--- src/rtl/ultrasonic_scan_scheduler_pkg.sv ---
// Shared types and constants for the ultrasonic scan scheduler.
package ultrasonic_pkg;

  typedef enum logic [1:0] {
    IDLE,
    FIRE,
    WAIT,
    GUARD
  } scan_state_e;

  localparam int unsigned DIST_W_DEFAULT = 9;
  localparam int unsigned MAX_SENSORS    = 8;
  localparam logic [31:0] DIST_TIMEOUT   = '1;

  typedef struct packed {
    logic       found;
    logic [2:0] idx;
  } pick_t;

  // Lowest set bit of a sensor mask; found=0 when the mask is empty.
  function automatic pick_t lowest_set(input logic [MAX_SENSORS-1:0] v);
    pick_t p;
    p = '0;
    for (int unsigned i = 0; i < MAX_SENSORS; i++) begin
      if (v[i] && !p.found) begin
        p.found = 1'b1;
        p.idx   = 3'(i);
      end
    end
    return p;
  endfunction

endpackage

--- src/rtl/ultrasonic_scan_scheduler_if.sv ---
// Handshake between the scan scheduler and the shared measurement unit.
interface ultrasonic_scan_scheduler_if #(
  parameter int unsigned DIST_W = 9
);
  logic              TriggerIn;
  logic              MeasDone;
  logic [DIST_W-1:0] MeasDist;
  logic              MeasStart;
  logic              MeasReset;
  logic              EchoOut;

  modport master (
    output MeasStart, MeasReset, EchoOut,
    input  TriggerIn, MeasDone, MeasDist
  );

  modport slave (
    input  MeasStart, MeasReset, EchoOut,
    output TriggerIn, MeasDone, MeasDist
  );
endinterface

--- src/rtl/ultrasonic_scan_scheduler_timer.sv ---
// Loadable down-counter shared by the shot timeout and the inter-shot guard gap.
module scan_timer #(
  parameter int unsigned W = 1
) (
  input  logic         Clock,
  input  logic         Reset,
  input  logic         load,
  input  logic [W-1:0] value,
  output logic         zero
);
  logic [W-1:0] count_q, count_d;

  always_comb begin
    count_d = count_q;
    if (load)
      count_d = value;
    else if (count_q != '0)
      count_d = count_q - 1'b1;
  end

  always_ff @(posedge Clock) begin
    if (Reset) count_q <= '0;
    else       count_q <= count_d;
  end

  assign zero = (count_q == '0);
endmodule

--- src/rtl/ultrasonic_scan_scheduler.sv ---
// Fires one ultrasonic transducer at a time through a shared measurement unit,
// with guard gaps, timeout aborts and a per-sensor result register.
module ultrasonic_scan_scheduler
  import ultrasonic_pkg::*;
#(
  parameter  int unsigned NUM_SENSORS    = 3,
  parameter  int unsigned DIST_W         = DIST_W_DEFAULT,
  parameter  int unsigned TIMEOUT_CYCLES = 1500000,
  parameter  int unsigned GUARD_CYCLES   = 250000,
  localparam int unsigned SEL_W   = (NUM_SENSORS > 1) ? $clog2(NUM_SENSORS) : 1,
  localparam int unsigned MAX_CYC = (TIMEOUT_CYCLES > GUARD_CYCLES) ? TIMEOUT_CYCLES : GUARD_CYCLES,
  localparam int unsigned TIMER_W = (MAX_CYC > 1) ? $clog2(MAX_CYC) : 1
) (
  input  logic                          Clock,
  input  logic                          Reset,
  input  logic                          Start,
  input  logic                          Continuous,
  input  logic [NUM_SENSORS-1:0]        SensorEnable,
  input  logic [NUM_SENSORS-1:0]        EchoIn,
  output logic [NUM_SENSORS-1:0]        TriggerOut,
  output logic [SEL_W-1:0]              SensorSel,
  output logic [NUM_SENSORS*DIST_W-1:0] Distances,
  output logic [NUM_SENSORS-1:0]        Valid,
  output logic                          Busy,
  output logic                          ScanDone,
  ultrasonic_scan_scheduler_if.master   meas
);
  scan_state_e                   state_q, state_d;
  logic [SEL_W-1:0]              sel_q, sel_d;
  logic [NUM_SENSORS-1:0]        mask_q, mask_d;
  logic [NUM_SENSORS*DIST_W-1:0] dist_q, dist_d;
  logic [NUM_SENSORS-1:0]        valid_q, valid_d;
  logic                          busy_q, busy_d;
  logic                          start_q, start_d;
  logic                          abort_q, abort_d;
  logic                          done_q, done_d;
  logic                          tmr_load, tmr_zero;
  logic [TIMER_W-1:0]            tmr_value;
  logic [MAX_SENSORS-1:0]        above;
  pick_t                         first, nxt;
  logic                          shot_active;

  scan_timer #(.W(TIMER_W)) u_timer (
    .Clock (Clock),
    .Reset (Reset),
    .load  (tmr_load),
    .value (tmr_value),
    .zero  (tmr_zero)
  );

  always_comb begin
    state_d   = state_q;
    sel_d     = sel_q;
    mask_d    = mask_q;
    dist_d    = dist_q;
    valid_d   = valid_q;
    busy_d    = busy_q;
    start_d   = 1'b0;
    abort_d   = 1'b0;
    done_d    = 1'b0;
    tmr_load  = 1'b0;
    tmr_value = '0;
    // Enabled sensors strictly above the current one.
    above     = {MAX_SENSORS{1'b1}} << (int'(sel_q) + 1);
    first     = lowest_set(MAX_SENSORS'(SensorEnable));
    nxt       = lowest_set(MAX_SENSORS'(mask_q) & above);

    unique case (state_q)
      IDLE: begin
        if (Start && first.found) begin
          mask_d  = SensorEnable;
          busy_d  = 1'b1;
          sel_d   = SEL_W'(first.idx);
          state_d = FIRE;
        end
      end
      FIRE: begin
        start_d        = 1'b1;
        valid_d[sel_q] = 1'b0;
        tmr_load       = 1'b1;
        tmr_value      = TIMER_W'(TIMEOUT_CYCLES - 1);
        state_d        = WAIT;
      end
      WAIT: begin
        if (meas.MeasDone || tmr_zero) begin
          tmr_load  = 1'b1;
          tmr_value = TIMER_W'(GUARD_CYCLES - 1);
          state_d   = GUARD;
          if (meas.MeasDone) begin
            dist_d[sel_q*DIST_W +: DIST_W] = meas.MeasDist;
            valid_d[sel_q]                 = 1'b1;
          end else begin
            dist_d[sel_q*DIST_W +: DIST_W] = DIST_TIMEOUT[DIST_W-1:0];
            abort_d                        = 1'b1;
          end
        end
      end
      GUARD: begin
        if (tmr_zero) begin
          if (nxt.found) begin
            sel_d   = SEL_W'(nxt.idx);
            state_d = FIRE;
          end else begin
            done_d = 1'b1;
            if (Continuous && first.found) begin
              mask_d  = SensorEnable;
              sel_d   = SEL_W'(first.idx);
              state_d = FIRE;
            end else begin
              busy_d  = 1'b0;
              state_d = IDLE;
            end
          end
        end
      end
      default: state_d = IDLE;
    endcase
  end

  always_ff @(posedge Clock) begin
    if (Reset) begin
      state_q <= IDLE;
      sel_q   <= '0;
      mask_q  <= '0;
      dist_q  <= '0;
      valid_q <= '0;
      busy_q  <= 1'b0;
      start_q <= 1'b0;
      abort_q <= 1'b0;
      done_q  <= 1'b0;
    end else begin
      state_q <= state_d;
      sel_q   <= sel_d;
      mask_q  <= mask_d;
      dist_q  <= dist_d;
      valid_q <= valid_d;
      busy_q  <= busy_d;
      start_q <= start_d;
      abort_q <= abort_d;
      done_q  <= done_d;
    end
  end

  assign shot_active    = (state_q == FIRE) || (state_q == WAIT);
  assign TriggerOut     = shot_active ? (NUM_SENSORS'(meas.TriggerIn) << sel_q) : '0;
  assign meas.EchoOut   = shot_active & EchoIn[sel_q];
  assign meas.MeasStart = start_q;
  assign meas.MeasReset = abort_q;
  assign SensorSel      = sel_q;
  assign Distances      = dist_q;
  assign Valid          = valid_q;
  assign Busy           = busy_q;
  assign ScanDone       = done_q;
endmodule
--- src/flat_wrapper.sv ---
// flat-port wrapper written by rule: the top's interface ports become plain ports
module ultrasonic_scan_scheduler_flat import ultrasonic_pkg::*;
#(
  parameter  int unsigned NUM_SENSORS    = 3,
  parameter  int unsigned DIST_W         = DIST_W_DEFAULT,
  parameter  int unsigned TIMEOUT_CYCLES = 1500000,
  parameter  int unsigned GUARD_CYCLES   = 250000,
  localparam int unsigned SEL_W   = (NUM_SENSORS > 1) ? $clog2(NUM_SENSORS) : 1,
  localparam int unsigned MAX_CYC = (TIMEOUT_CYCLES > GUARD_CYCLES) ? TIMEOUT_CYCLES : GUARD_CYCLES,
  localparam int unsigned TIMER_W = (MAX_CYC > 1) ? $clog2(MAX_CYC) : 1
)
  (Clock, Reset, Start, Continuous, SensorEnable, EchoIn, TriggerOut, SensorSel, Distances, Valid, Busy, ScanDone, meas_MeasStart, meas_MeasReset, meas_EchoOut, meas_TriggerIn, meas_MeasDone, meas_MeasDist);
  ultrasonic_scan_scheduler_if #(.DIST_W(DIST_W)) meas_i ();
  input  logic Clock;
  input  logic Reset;
  input  logic Start;
  input  logic Continuous;
  input  logic [NUM_SENSORS-1:0] SensorEnable;
  input  logic [NUM_SENSORS-1:0] EchoIn;
  output logic [NUM_SENSORS-1:0] TriggerOut;
  output logic [SEL_W-1:0] SensorSel;
  output logic [NUM_SENSORS*DIST_W-1:0] Distances;
  output logic [NUM_SENSORS-1:0] Valid;
  output logic Busy;
  output logic ScanDone;
  output wire logic [$bits(meas_i.MeasStart)-1:0] meas_MeasStart;
  output wire logic [$bits(meas_i.MeasReset)-1:0] meas_MeasReset;
  output wire logic [$bits(meas_i.EchoOut)-1:0] meas_EchoOut;
  input wire logic [$bits(meas_i.TriggerIn)-1:0] meas_TriggerIn;
  input wire logic [$bits(meas_i.MeasDone)-1:0] meas_MeasDone;
  input wire logic [$bits(meas_i.MeasDist)-1:0] meas_MeasDist;
  assign meas_MeasStart = meas_i.MeasStart;
  assign meas_MeasReset = meas_i.MeasReset;
  assign meas_EchoOut = meas_i.EchoOut;
  assign meas_i.TriggerIn = meas_TriggerIn;
  assign meas_i.MeasDone = meas_MeasDone;
  assign meas_i.MeasDist = meas_MeasDist;
  ultrasonic_scan_scheduler #(.NUM_SENSORS(NUM_SENSORS), .DIST_W(DIST_W), .TIMEOUT_CYCLES(TIMEOUT_CYCLES), .GUARD_CYCLES(GUARD_CYCLES)) u_core (.Clock(Clock), .Reset(Reset), .Start(Start), .Continuous(Continuous), .SensorEnable(SensorEnable), .EchoIn(EchoIn), .TriggerOut(TriggerOut), .SensorSel(SensorSel), .Distances(Distances), .Valid(Valid), .Busy(Busy), .ScanDone(ScanDone), .meas(meas_i));
endmodule
--- config.mk ---
export PLATFORM = sky130hd
export DESIGN_NAME = ultrasonic_scan_scheduler_flat
export DESIGN_NICKNAME = d
export VERILOG_FILES = /design/src/rtl/ultrasonic_scan_scheduler_pkg.sv /design/src/rtl/ultrasonic_scan_scheduler_if.sv /design/src/rtl/ultrasonic_scan_scheduler_timer.sv /design/src/rtl/ultrasonic_scan_scheduler.sv /design/src/flat_wrapper.sv
export SDC_FILE = /design/constraint.sdc
export NUM_CORES = 1
export LEC_CHECK = 0
export CORE_ASPECT_RATIO = 1.5
export CORE_MARGIN = 4
export CORE_UTILIZATION = 35
export CTS_CLUSTER_SIZE = 28
export DETAILED_ROUTE_END_ITERATION = 6
export PLACE_DENSITY = 0.62
export SLEW_MARGIN = 30
export SYNTH_ARGS = -nofsm -noshare
export SYNTH_HDL_FRONTEND = slang
export SYNTH_SLANG_ARGS = --single-unit
--- constraint.sdc ---
create_clock -name Clock -period 4.7 [get_ports Clock]
set_clock_uncertainty 0.2 [all_clocks]
set_input_delay 0.94 -clock Clock [delete_from_list [all_inputs] [get_ports Clock]]
set_output_delay 0.94 -clock Clock [all_outputs]
set_load 0.05 [all_outputs]
Word-level counts from Yosys, hierarchy flattened
Index checks and enable logic that the tools add are counted.
{"block": "classes", "multipliers": 1, "eq_ne": 11, "n_shift": 5, "magnitude_cmp": 2, "n_addsub": 3, "bitwise_logic": 9, "mux": 52, "reduce_logical": 37}
{"operator": "$bwmux W27", "n": 2}
{"operator": "$mux W4", "n": 11}
{"operator": "$mux W21", "n": 2}
{"operator": "$pmux W21 S2", "n": 1}
{"operator": "$neg A6 Y34", "n": 1}
{"operator": "$shift A9 B34 Y27 const A", "n": 1}
{"operator": "$shiftx A9 B34 Y27", "n": 1}
{"operator": "$shiftx A9 B34 Y27 const A", "n": 1}
{"operator": "$shl A8 B32 Y8 const A", "n": 1}
{"operator": "$mux W27", "n": 1}
{"operator": "$logic_not A21 Y1", "n": 1}
{"operator": "$mux W3", "n": 7}
{"operator": "$reduce_bool A21 Y1", "n": 1}
{"operator": "$sub A21 B1 Y21 const B", "n": 1}
{"operator": "$mux W18", "n": 1}
{"operator": "$mux W2", "n": 8}
{"operator": "$logic_and A1 B1 Y1", "n": 12}
{"operator": "$pmux W3 S2", "n": 2}
{"operator": "$mux W1", "n": 11}
{"operator": "$reduce_and A5 Y1", "n": 2}
{"operator": "$logic_not A1 Y1", "n": 9}
{"operator": "$and A3 B8 Y8", "n": 1}
{"operator": "$ne A2 B1 Y1 const B", "n": 4}
{"operator": "$pmux W2 S4", "n": 1}
{"operator": "other kinds (25)", "n": 37}
{"block": "word_totals", "output_inout_bits": 40, "regBits": 62, "in_bits": 21, "wordCells": 130}

Longest topological paths before layout
{"block": "depth", "ltp_word": 28, "mapped_depth": 8, "depth_no_buf": 7}

Cells and area by module
From an unflattened synthesis, not the netlist that was laid out.
{"block": "unflattened", "hier_cells": 377, "area_unflattened_um2": 3221.8}
{"mod": "ultrasonic_scan_scheduler", "area_per_inst_um2": 2064.5, "cells_per_inst": 237, "instances": 1}
{"mod": "scan_timer", "area_per_inst_um2": 1157.4, "cells_per_inst": 140, "instances": 1}

Least setup slack after synthesis
No wires, ideal clock.
{"block": "synth_path", "path_kind": "register to output", "from": "reg u_core.sel_q[0] (netlist: u_core.SensorSel[0])", "to": "out TriggerOut[1]", "path_stages_with_launch": 4, "arrival_ns": 2.234, "required_ns": 3.560, "setup_slack_ns": 1.326, "path_cell_list": "dfxtp_1 > clkbuf_1 > inv_1 > nor3_1"}
{"block": "synth_via", "elab_chain_len": 2}
{"item": "start, declared", "line": "ultrasonic_scan_scheduler.sv:29", "rtl": "logic [SEL_W-1:0] sel_q, sel_d;"}
{"item": "start signal, assigned", "line": "ultrasonic_scan_scheduler.sv:133", "rtl": "sel_q <= sel_d;"}
{"item": "$shl A1 B2 Y3", "line": "ultrasonic_scan_scheduler.sv:145", "rtl": "assign TriggerOut = shot_active ? (NUM_SENSORS'(meas.TriggerIn) << sel_q) : '0;"}
{"item": "$mux W3", "line": "ultrasonic_scan_scheduler.sv:145"}
{"item": "end, declared", "line": "flat_wrapper.sv:20", "rtl": "output logic [NUM_SENSORS-1:0] TriggerOut;"}
Every way passes these cells.

Worst setup path after layout
{"block": "layout_path", "from": "reg u_core.state_q[1]", "to": "out TriggerOut[1]"}
{"block": "layout_via", "elab_chain_len": 3, "word_cells_on_any_way": 4, "cone_classes": "2 x eq/ne; 1 x mux; 1 x reduce/logical"}
{"item": "start, declared", "line": "ultrasonic_scan_scheduler.sv:28", "rtl": "scan_state_e state_q, state_d;"}
{"item": "start signal, assigned", "line": "ultrasonic_scan_scheduler.sv:132", "rtl": "state_q <= state_d;"}
{"item": "$eq A2 B1 Y1 / $eq A2 B2 Y1 (equally long branches)", "line": "ultrasonic_scan_scheduler.sv:144", "rtl": "assign shot_active = (state_q == FIRE) || (state_q == WAIT);"}
{"item": "$logic_or A1 B1 Y1 *", "line": "ultrasonic_scan_scheduler.sv:144"}
{"item": "$mux W3 *", "line": "ultrasonic_scan_scheduler.sv:145"}
Mark *: on every way between the ends. The rest lies on a longest branch, timed or not.

==> flow_metrics.tcl <==
set metrics [dict create \
    rsz0062_at_grt "false" \
    die_h_um 126.2 \
    diodes 0 \
    postRouteWirelength_um 9458 \
    nNetsFinal 466 \
    ys_ff_latch 62 \
    setup_viol 0 \
    cts_resized 0 \
    cts_tree "done" \
    syn_inst 380 \
    peakVddDrop_mv 0.2461 \
    clock_path_buffers 2 \
    netSwitchingFraction 0.4347 \
    synth_fp_nets 415 \
    layout_commonest_cell "a21oi_1" \
    drv_slew 0 \
    first_global_vias 3203 \
    place_congestion 0.8678 \
    p_leak_nw 1.490 \
    crit_path_end_kind "output pin" \
    grt_pass1_wl_um 15770 \
    clkSlewWorstSetupHoldPaths_ps 50 \
    dieArea_um2 10960 \
    slew_headroom 0.4173 \
    track_usage 0.1817 \
    syn-cell-area_um2 3261 \
    firstDrtPassIters 5 \
    io_pins 61 \
    drc_errors 0 \
    vias_per_cell 5.716 \
    min-delay-path-class "register to register" \
    wl_per_cell_um 17.32 \
    die_w_um 86.81 \
    clk_latency_ps 330 \
    drive_gt1_frac 0.08257 \
    p_int_mw 1.625 \
    worst_pin_slew_ps 866.3 \
    start_kind "register" \
    yosysSeqAreaShare 0.3807 \
    cts_sinks 62 \
    ant_nets 0 \
    cts_root_buf "clkbuf_16" \
    crit_type "register to output pin" \
    grt_max_degree 50 \
    r2r_slack_ps 1550 \
    cp.required_ps 3560 \
    power_density_nw_per_um2 680.2 \
    start_util 0.3629 \
    postCtsSetupBuffers 0 \
    fp.coreArea_um2 8986 \
    fin_tns_setup_ps 0 \
    cts_buffers 9 \
    pwr-share-comb 0.497 \
    gr-total-overflow 0 \
    drt_iter0_drc 210 \
    placement.cell_area_um2 3925 \
    cp_data_arrival_time_ps 2620 \
    synth.distinct_cells 56 \
    synth-main-ff-cell "dfxtp_1" \
    vias 3121 \
    pwr-share-clk 0.229 \
    fillerInstances 854 \
    synth.avg_cell_area_um2 8.581 \
    fin_crit_ps 3756 \
    dp_hpwl_um 6858 \
    fmax_mhz 266.2 \
    post-route-period-util 0.7992 \
    synth_edf_count 0 \
    synthArstFlopShare 0 \
    design_area_um2 4227 \
    antenna_found_initial 0 \
    layout_common_cells "81 x a21oi_1, 62 x dfxtp_1, 59 x clkdlybuf4s50_1, 28 x a211oi_1, 21 x nand2_1" \
    drv_cap 0 \
    crit_fanout 14 \
    hold_viol 0 \
    outcome "finished, final reports clean" \
    hold_buffers 0 \
    yosysWarnings 0 \
    seq_power_share 0.274 \
    htreeDepth 3 \
    syn2layout_area_growth_pct 29.62 \
    rows 42 \
    port-buffer-count 60 \
    p_sw_mw 1.250 \
]
area by class of cell:
class / count / area, um^2 / area share
timing repair buffer: 66 / 640.6 / 0.1516
clock inverter: 4 / 45.04 / 0.01066
clock buffer: 12 / 256.5 / 0.06069
tap: 110 / 137.6 / 0.03256
sequential: 62 / 1241 / 0.2937
multi-input combinational: 283 / 1872 / 0.4429
inverter: 9 / 33.78 / 0.007993
flip-flops by register name, summed over array words and instances, names as in the netlist, named ones only:
register / count
u_core.state_q: 2
u_core.SensorSel: 2
u_core.ScanDone: 1
u_core.Distances: 27
u_core.meas.MeasStart: 1
u_core.mask_q: 3
u_core.u_timer.count_q: 21
u_core.Busy: 1
u_core.meas.MeasReset: 1
per-layer routing:
layer | global-route usage | wire length (um) | vias up
met5 | 0 | 0 | -
met2 | 0.3101 | 4883 | 121
met1 | 0.1971 | 3734 | 1466
met3 | 0.04967 | 520 | 26
met4 | 0.1037 | 319 | 0
li1 | - | - | 1508
Yosys cell counts, types with 8 or more instances:
cell	count	area share
ha_1	14	0.054
a21oi_1	81	0.12
nand2_1	21	0.024
nand2b_1	9	0.017
nor2_1	17	0.020
dfxtp_1	62	0.38
inv_1	8	0.0092
xnor2_1	12	0.032
o21ai_0	9	0.014
clkbuf_1	16	0.018
a211oi_1	28	0.064
cells by family after synthesis:
logic type / after synthesis / share of synthesized area
simple gates: 105 / 0.1861
mux: 5 / 0.01535
xor+xnor: 15 / 0.04029
compound gates: 144 / 0.2786
flops: 62 / 0.3807
fa+ha+maj: 14 / 0.05372
buf+inv: 35 / 0.04528
per-stage QoR:
stage,cells,setup WS [ps],hold slack [ps],power (mW),util
final,546,944.0,284.3,2.875,0.4703
after floorplan,380,1326,244.6,1.849,-
after global placement,530,970.1,256.4,2.181,0.4368
after CTS,546,943.7,287.5,2.881,0.4703
after detailed placement,530,985.2,271.1,2.201,0.4368
after global routing,546,800.8,310.4,3.069,0.4703
worst paths after layout:
check,depth (start not counted),end,startpoint
setup / recovery,5,TriggerOut[1],u_core.state_q[1]
hold / removal,2,u_core.mask_q[0],u_core.mask_q[0]
setup reg to reg,7,u_core.Distances[0],u_core.u_timer.count_q[0]
hold reg to reg,2,u_core.mask_q[0],u_core.mask_q[0]
power groups by stage:
| stage | Clock [mW] | Sequential [mW] | Combinational [mW] |
|---|---|---|---|
| 3_3_place_gp | 0 | 0.788 | 1.39 |
| 3_5_place_dp | 0 | 0.792 | 1.41 |
| 6_report | 0.660 | 0.788 | 1.43 |
| 2_1_floorplan | 0 | 0.865 | 0.984 |
| 4_1_cts | 0.675 | 0.784 | 1.42 |
| 5_1_grt | 0.696 | 0.804 | 1.57 |
worst max-delay path, stage by stage, from the launching register on:
cell and delay [ps]:
dfxtp_1 400, inv_1 110, ha_1 600, nand2_1 160
nor3_1 180, clkdlybuf4s50_1 850
No activity file was read; power rests on OpenSTA's default activity.
